$ cat src/rtl/pipelined_align_shifter_if.sv
// Handshake bundle for the pipelined alignment shifter: input beat
// (operand, amount, op, tag) and output result, each with valid/ready.
interface pipelined_align_shifter_if #(
  parameter int WIDTH = 24,
  parameter int AMT_W = 8,
  parameter int TAG_W = 4
);
  logic             in_valid;
  logic             in_ready;
  logic [WIDTH-1:0] in_data;
  logic [AMT_W-1:0] in_amt;
  logic [1:0]       in_op;
  logic [TAG_W-1:0] in_tag;
  logic             out_valid;
  logic             out_ready;
  logic [WIDTH-1:0] out_data;
  logic             out_sticky;
  logic [TAG_W-1:0] out_tag;

  modport master (
    output in_valid, in_data, in_amt, in_op, in_tag, out_ready,
    input  in_ready, out_valid, out_data, out_sticky, out_tag
  );

  modport slave (
    input  in_valid, in_data, in_amt, in_op, in_tag, out_ready,
    output in_ready, out_valid, out_data, out_sticky, out_tag
  );
endinterface

$ cat src/rtl/pipelined_align_shifter.sv
// Pipelined barrel shifter: LSR / ASR / LSL by a variable amount, built as
// a cascade of 2:1 mux stages (stage k shifts by 2^k), with a register after
// every REG_EVERY mux stages. Right shifts accumulate a sticky bit from every
// bit pushed out of the LSB end. Elastic valid/ready pipeline; bubbles collapse.
module pipelined_align_shifter #(
  parameter int WIDTH     = 24,
  parameter int AMT_W     = 8,
  parameter int REG_EVERY = 2,
  parameter int TAG_W     = 4
) (
  input  logic clk,
  input  logic rst_n,
  pipelined_align_shifter_if.slave bus
);

  localparam int L = (AMT_W + REG_EVERY - 1) / REG_EVERY;

  localparam logic [1:0] OP_ASR = 2'b01;
  localparam logic [1:0] OP_LSL = 2'b10;

  // One mux stage of shift 2^k. Returns {sticky, data}. Anything other than
  // ASR/LSL (including the reserved code) behaves as LSR.
  function automatic logic [WIDTH:0] shift_stage(
    input logic [WIDTH-1:0] d,
    input logic             st,
    input logic [1:0]       op,
    input int               k
  );
    logic [WIDTH-1:0] res;
    logic [WIDTH-1:0] lost;
    logic             fill;
    logic             big;
    int               sh;
    fill = (op == OP_ASR) && d[WIDTH-1];
    big  = (k >= 31) || ((1 << k) >= WIDTH);
    sh   = big ? 0 : (1 << k);
    if (op == OP_LSL) begin
      res = big ? '0 : (d << sh);
      return {st, res};
    end
    if (big) begin
      res = fill ? '1 : '0;
      return {st | (|d), res};
    end
    res = d >> sh;
    if (fill) res = res | ~({WIDTH{1'b1}} >> sh);
    lost = d & ~({WIDTH{1'b1}} << sh);
    return {st | (|lost), res};
  endfunction

  logic             v_q   [L];
  logic [WIDTH-1:0] d_q   [L];
  logic [AMT_W-1:0] amt_q [L];
  logic [1:0]       op_q  [L];
  logic             st_q  [L];
  logic [TAG_W-1:0] tag_q [L];

  logic             src_v   [L];
  logic [WIDTH-1:0] src_d   [L];
  logic [AMT_W-1:0] src_amt [L];
  logic [1:0]       src_op  [L];
  logic             src_st  [L];
  logic [TAG_W-1:0] src_tag [L];

  logic [WIDTH-1:0] nd  [L];
  logic             nst [L];

  logic [L-1:0]     ld;

  // Feed each register stage from its predecessor (stage 0 from the input port).
  always_comb begin
    src_v[0]   = bus.in_valid;
    src_d[0]   = bus.in_data;
    src_amt[0] = bus.in_amt;
    src_op[0]  = bus.in_op;
    src_st[0]  = 1'b0;
    src_tag[0] = bus.in_tag;
    for (int s = 1; s < L; s++) begin
      src_v[s]   = v_q[s-1];
      src_d[s]   = d_q[s-1];
      src_amt[s] = amt_q[s-1];
      src_op[s]  = op_q[s-1];
      src_st[s]  = st_q[s-1];
      src_tag[s] = tag_q[s-1];
    end
  end

  // Mux cascade in front of each register: stages s*REG_EVERY .. s*REG_EVERY+REG_EVERY-1.
  always_comb begin
    logic [WIDTH-1:0] cd;
    logic             cst;
    logic [WIDTH:0]   r;
    logic [AMT_W-1:0] a_sh;
    int               k;
    cd   = '0;
    cst  = 1'b0;
    r    = '0;
    a_sh = '0;
    k    = 0;
    for (int s = 0; s < L; s++) begin
      cd  = src_d[s];
      cst = src_st[s];
      for (int j = 0; j < REG_EVERY; j++) begin
        k    = s * REG_EVERY + j;
        a_sh = src_amt[s] >> k;
        if (k < AMT_W && a_sh[0]) begin
          r   = shift_stage(cd, cst, src_op[s], k);
          cd  = r[WIDTH-1:0];
          cst = r[WIDTH];
        end
      end
      nd[s]  = cd;
      nst[s] = cst;
    end
  end

  // Load enables ripple back from out_ready: a stage loads if empty or draining.
  always_comb begin
    logic chain;
    chain = bus.out_ready;
    ld    = '0;
    for (int s = L - 1; s >= 0; s--) begin
      chain = !v_q[s] | chain;
      ld[s] = chain;
    end
  end

  // Pipeline registers; payload only captured for valid beats to keep idle outputs quiet.
  always_ff @(posedge clk or negedge rst_n) begin
    if (!rst_n) begin
      for (int s = 0; s < L; s++) begin
        v_q[s]   <= 1'b0;
        d_q[s]   <= '0;
        amt_q[s] <= '0;
        op_q[s]  <= '0;
        st_q[s]  <= 1'b0;
        tag_q[s] <= '0;
      end
    end else begin
      for (int s = 0; s < L; s++) begin
        if (ld[s]) begin
          v_q[s] <= src_v[s];
          if (src_v[s]) begin
            d_q[s]   <= nd[s];
            amt_q[s] <= src_amt[s];
            op_q[s]  <= src_op[s];
            st_q[s]  <= nst[s];
            tag_q[s] <= src_tag[s];
          end
        end
      end
    end
  end

  assign bus.in_ready   = ld[0];
  assign bus.out_valid  = v_q[L-1];
  assign bus.out_data   = d_q[L-1];
  assign bus.out_sticky = st_q[L-1];
  assign bus.out_tag    = tag_q[L-1];

endmodule

$ cat src/flat_wrapper.sv
// flat-port wrapper written by rule: the top's interface ports become plain ports
module pipelined_align_shifter_flat 
#(
  parameter int WIDTH     = 24,
  parameter int AMT_W     = 8,
  parameter int REG_EVERY = 2,
  parameter int TAG_W     = 4
)
  (clk, rst_n, bus_in_valid, bus_in_data, bus_in_amt, bus_in_op, bus_in_tag, bus_out_ready, bus_in_ready, bus_out_valid, bus_out_data, bus_out_sticky, bus_out_tag);
  pipelined_align_shifter_if #(.WIDTH(WIDTH), .AMT_W(AMT_W), .TAG_W(TAG_W)) bus_i ();
  input  logic clk;
  input  logic rst_n;
  input wire logic [$bits(bus_i.in_valid)-1:0] bus_in_valid;
  input wire logic [$bits(bus_i.in_data)-1:0] bus_in_data;
  input wire logic [$bits(bus_i.in_amt)-1:0] bus_in_amt;
  input wire logic [$bits(bus_i.in_op)-1:0] bus_in_op;
  input wire logic [$bits(bus_i.in_tag)-1:0] bus_in_tag;
  input wire logic [$bits(bus_i.out_ready)-1:0] bus_out_ready;
  output wire logic [$bits(bus_i.in_ready)-1:0] bus_in_ready;
  output wire logic [$bits(bus_i.out_valid)-1:0] bus_out_valid;
  output wire logic [$bits(bus_i.out_data)-1:0] bus_out_data;
  output wire logic [$bits(bus_i.out_sticky)-1:0] bus_out_sticky;
  output wire logic [$bits(bus_i.out_tag)-1:0] bus_out_tag;
  assign bus_i.in_valid = bus_in_valid;
  assign bus_i.in_data = bus_in_data;
  assign bus_i.in_amt = bus_in_amt;
  assign bus_i.in_op = bus_in_op;
  assign bus_i.in_tag = bus_in_tag;
  assign bus_i.out_ready = bus_out_ready;
  assign bus_in_ready = bus_i.in_ready;
  assign bus_out_valid = bus_i.out_valid;
  assign bus_out_data = bus_i.out_data;
  assign bus_out_sticky = bus_i.out_sticky;
  assign bus_out_tag = bus_i.out_tag;
  pipelined_align_shifter #(.WIDTH(WIDTH), .AMT_W(AMT_W), .REG_EVERY(REG_EVERY), .TAG_W(TAG_W)) u_core (.clk(clk), .rst_n(rst_n), .bus(bus_i));
endmodule
$ cat config.mk
export PLATFORM = sky130hd
export DESIGN_NAME = pipelined_align_shifter_flat
export DESIGN_NICKNAME = d
export VERILOG_FILES = /design/src/rtl/pipelined_align_shifter_if.sv /design/src/rtl/pipelined_align_shifter.sv /design/src/flat_wrapper.sv
export SDC_FILE = /design/constraint.sdc
export NUM_CORES = 1
export LEC_CHECK = 0
export CAP_MARGIN = 20
export CELL_PAD_IN_SITES_DETAIL_PLACEMENT = 1
export CELL_PAD_IN_SITES_GLOBAL_PLACEMENT = 2
export CORE_MARGIN = 3
export CORE_UTILIZATION = 39
export CTS_BUF_LIST = sky130_fd_sc_hd__clkbuf_16
export DETAILED_ROUTE_END_ITERATION = 6
export GPL_TIMING_DRIVEN = 1
export PLACE_DENSITY_LB_ADDON = 0.1
export SYNTH_ARGS = -nofsm -noshare
export SYNTH_HDL_FRONTEND = slang
export SYNTH_SLANG_ARGS = --single-unit
$ cat constraint.sdc
create_clock -name clk -period 3 [get_ports clk]
set_clock_uncertainty 0.15 [all_clocks]
set_input_delay 0.3 -clock clk [delete_from_list [all_inputs] [get_ports clk]]
set_output_delay 0.3 -clock clk [all_outputs]
set_load 0.1 [all_outputs]
After elaboration in Yosys (flattened, before gate mapping) --
Cells that the tools add are included.
Cells by class: bitwise logic cells 11, reduce and logical (&&, ||, !) cells 23, multiplexer cells 61, eq/ne operators 8
Operators with widths (number):
- $mux 25 | 19
- $mux 24 | 16
- $reduce_or 24->1 | 3
- $mux 1 | 26
- $reduce_or 16->1 | 1
- $or 1x1->1 | 11
- $eq 2x1->1 const B | 4
- $eq 2x2->1 const B | 4
- $logic_and 1x1->1 | 8
- $reduce_and 2->1 | 4
- $reduce_or 8->1 | 1
- $logic_not 1->1 | 4
- $reduce_or 4->1 | 1
- $reduce_or 2->1 | 1
Storage, ports and cells: flip-flop bits (word level) 150, output and inout bits 31, bits of input ports 42

Depth between registers and ports, before layout --
depth after elaboration 13, depth in mapped cells 8

Worst setup path after synthesis --
Ideal clock, no wire load.
path kind reg2reg, start point reg u_core.v_q (netlist bit u_core.bus.out_valid), end point reg u_core.amt_q[26] (netlist name), setup slack 0.126 ns, clock period less this slack 2.874 ns, cell stages (with the launch flop) 6, path buffers 1, arrival time 2.597 ns, cell sequence dfrtp_1 > nand4b_1 > or2_2 > nand2_1 > buf_2 > mux2_1
Between the ends: longest elaborated chain between the ends 6
Ends and longest elaborated chain:
- start, declared | line pipelined_align_shifter.sv:51 | logic v_q [L];
- start signal, assigned by index | line pipelined_align_shifter.sv:142 | v_q[s] <= src_v[s];
- $logic_not 1->1 | line pipelined_align_shifter.sv:123 | chain = !v_q[s] | chain;
- $or 1x1->1 (4 in series) | line pipelined_align_shifter.sv:123
- via bus_in_ready | line flat_wrapper.sv:19 | output wire logic [$bits(bus_i.in_ready)-1:0] bus_in_ready;
- $reduce_and 2->1 (no line)
- end signal, assigned by index | line pipelined_align_shifter.sv:145 | amt_q[s] <= src_amt[s];
- end, declared | line pipelined_align_shifter.sv:53 | logic [AMT_W-1:0] amt_q [L];
The timed path passes the listed nets, and every way through them passes these cells. A chain may end at the register's enable or synchronous reset.

Final worst setup path --
start point reg u_core.op_q[5] (netlist name), end point reg u_core.d_q[32] (netlist name)
Between the ends: longest elaborated chain between the ends 10, elaborated cells between the ends (all ways) 14, classes of those cells 2 x eq/ne; 10 x mux; 2 x reduce/logical
Ends and longest elaborated chain:
- start, declared | line pipelined_align_shifter.sv:54 | logic [1:0] op_q [L];
- start signal, assigned by index | line pipelined_align_shifter.sv:146 | op_q[s] <= src_op[s];
- $eq 2x2->1 / $eq 2x1->1 (equally long branches) | line pipelined_align_shifter.sv:37, pipelined_align_shifter.sv:34
- $mux 1 / $logic_and 1x1->1 (equally long branches) | line pipelined_align_shifter.sv:37, pipelined_align_shifter.sv:34
- $mux 1 / $mux 24 (equally long branches) | line pipelined_align_shifter.sv:106, pipelined_align_shifter.sv:46
- $mux 25 | line pipelined_align_shifter.sv:41 | if (big) begin
- $mux 24 | line pipelined_align_shifter.sv:106 | if (k < AMT_W && a_sh[0]) begin
- $logic_and 1x1->1 | line pipelined_align_shifter.sv:34 | fill = (op == OP_ASR) && d[WIDTH-1];
- $mux 24 | line pipelined_align_shifter.sv:42 | res = fill ? '1 : '0;
- $mux 25 | line pipelined_align_shifter.sv:45 | res = d >> sh;
- $mux 25 | line pipelined_align_shifter.sv:41
- $mux 24 * | line pipelined_align_shifter.sv:106
- end signal, assigned by index | line pipelined_align_shifter.sv:144 | d_q[s] <= nd[s];
- end, declared | line pipelined_align_shifter.sv:52 | logic [WIDTH-1:0] d_q [L];
Every way passes the cells marked *; elsewhere a longest branch is shown, timed or not. The select of a mux whose other input is x is not followed.

==> out/qor.csv <==
metric,value,unit
finalWirelength,24.2,mm
rsz0062_at_grt,no,
ys_ff_latch,138,
final_cell_mix,"nand2_1 (153), dfrtp_1 (138), nor2_1 (75)",
rows,51,
first_iter_violations,411,
end_kind,register,
hp-class,input port to async pin,
slowest_delay,0.65,ns
n_antenna_cell,0,
finalSetupViolCount,0,
path_delay_family,simple AND/OR/NAND/NOR gates,
start_util,40.5,%
synth_area,0.00806,sq mm
ant_nets,0,
grt_usage,22.6,%
p_total,8.44,mW
vias,6886,
core,0.0199,sq mm
yosysWarnings,0,
gr-total-overflow,0,
cts_buffers,17,
dp.cells,1155,
post-route-util,47.1,%
clock-sinks,138,
num_io_pins,73,
tightest_slew,0.931,ns
avgSynthCellArea,9.03,sq um
cpMaxStageDelayCell,nor2b_1,
path_clk_slew,0.06,ns
syn_inst,892,
dieArea,0.0224,sq mm
die_w,150,um
vdd_drop_max,0.435,mV
cts_tree,done,
period_minus_slack,2.32,ns
fin_crit_sh,77.4,%
finalInstanceArea,0.00937,sq mm
root_buffer,clkbuf_16,
async_reset_ff_share,100,%
grt_pass1_vias,7046,
nets,952,
postCtsSetupBuffers,0,
layout_commonest_cell,nand2_1,
status,finished clean,
hold_ws,0.298,ns
path_cells,nor2b_1 > and3_1 > o211ai_1 > nand2_1 > buf_4 > o22a_1,
grt_max_degree,67,
max_freq,431,MHz
powerDensity,901,mW/mm^2
area_growth_syn_to_layout,16.3,%
drt-pass1-iter-count,4,
cts.htree.levels,4,
dpl.hpwl,18.0,mm
routedWlPerCell,20.4,um
synth_ff_type,dfrtp_1,
relSlewSlack,37.9,%
synth-edff-count,0,
crit_type,register to register,
required,3.21,ns
final-hold-violation-count,0,
port_buffers,72,
placed_area,0.00879,sq mm
crit_buf_inv,1,
insertion_delay,0.43,ns
routed_via_density,5.80,
antenna_found_initial,0,
seq_area_frac_synth,42.9,%
start_kind,register,
yosysUniqueCellTypes,54,
cp_data_arrival_time,2.53,ns
gp_congestion,0.873,
fill_cells,2298,
drive_gt1_share,15.8,%
drv_slew,0,
fin_ws,0.677,ns
synth_nets,934,
clockBufferDepth,2,
fin_cells,1187,
cap_violations,0,
setup_tns,0,ns
dp_slack,0.561,ns
leakagePower,3.86,nW
drc,0,
die_h,150,um
critPathMaxFanout,22,
grt_pass1_wl,39.9,mm
==> synthesized netlist by cell type, types with 3 or more instances <==
library cell	count	area, sq um
mux2i_1	6	60.1
mux4_2	20	450
nor2_1	75	282
a21oi_1	74	370
a22oi_1	9	67.6
nand2_1	155	582
nand3_1	4	20.0
a311oi_1	33	289
o22ai_1	9	56.3
buf_1	5	18.8
nor3_1	5	25.0
nand4_1	3	18.8
o211ai_1	4	30.0
a2111oi_0	3	26.3
o22a_1	22	193
a31oi_1	17	106
and3b_1	3	26.3
buf_6	3	33.8
buf_4	25	188
buf_2	19	95.1
a2bb2oi_1	3	26.3
nor4_1	9	56.3
o21ai_1	65	325
o31ai_1	4	30.0
nor2b_1	11	68.8
clkbuf_1	50	188
nand2b_1	13	81.3
a21o_1	4	30.0
o2bb2ai_1	4	35.0
o21ai_0	10	50.1
mux2_1	12	135
nand3b_1	3	22.5
mux2_2	27	304
a211oi_1	10	75.1
inv_1	11	41.3
dfrtp_1	138	3450
==> state kept, by name, summed over array words and instances, names as in the netlist <==
signal                 flops
u_core.d_q                72
u_core.bus.out_data       24
u_core.amt_q              12
u_core.src_tag            12
u_core.op_q                6
u_core.bus.out_tag         4
u_core.src_st              3
u_core.src_v               3
u_core.bus.out_sticky      1
u_core.bus.out_valid       1
==> cell families after synthesis <==
family          after synthesis  synth area share, %
flops                       138                 42.9
compound gates              281                 22.4
mux                          65                 11.8
simple gates                292                 15.7
fa+ha+maj                     1                0.124
buf+inv                     115                 7.10
==> layer usage <==
| metal | GRT usage (%) | share of wire [%] | vias to the layer above |
|---|---|---|---|
| met5 | 0 | 0 | - |
| met3 | 3.15 | 2.9 | 32 |
| met1 | 28.5 | 43 | 3457 |
| li1 | - | - | 3264 |
| met2 | 40.4 | 53 | 133 |
| met4 | 6.77 | 1.9 | 0 |
==> repair_timing <==
action / 4_1_cts / 5_1_grt
setup endpoints to repair: 0 / 0
hold buffers: 1 / 0
hold endpoints to repair: 64 / 0
resized for setup: 0 / 0
==> cell type report <==
class | count | area, sq um | area share (%)
Tap cell | 265 | 332 | 3.54
Timing Repair Buffer | 101 | 922 | 9.84
Clock buffer | 17 | 425 | 4.54
Multi-Input combinational cell | 639 | 4040 | 43.1
Clock inverter | 14 | 146 | 1.56
Sequential cell | 138 | 3450 | 36.9
Inverter | 13 | 48.8 | 0.521
==> final timing paths <==
path / slack [ns] / from / end / cells past startpoint
max in group asynchronous: 1.65 / rst_n / u_core.op_q[7]$_DFFE_PN0P_ / 3
min reg2reg: 0.33 / u_core.bus.out_data[2]$_DFFE_PN0P_ / u_core.bus.out_data[2]$_DFFE_PN0P_ / 2
max: 0.68 / u_core.op_q[5]$_DFFE_PN0P_ / u_core.d_q[32]$_DFFE_PN0P_ / 6
max reg2reg: 0.68 / u_core.op_q[5]$_DFFE_PN0P_ / u_core.d_q[32]$_DFFE_PN0P_ / 6
min: 0.30 / rst_n / u_core.bus.out_data[13]$_DFFE_PN0P_ / 2
min in group clk: 0.33 / bus_in_amt[2] / u_core.amt_q[26]$_DFFE_PN0P_ / 2
==> power by group <==
group | internal (mW) | total, mW | switching [mW] | leakage [nW]
Sequential | 2.42 | 3.01 | 0.589 | 1.70
Clock | 1.22 | 2.06 | 0.838 | 0.271
Combinational | 1.07 | 3.38 | 2.31 | 1.89
Total | 4.71 | 8.44 | 3.74 | 3.86
(Power assumes the default switching activity.)
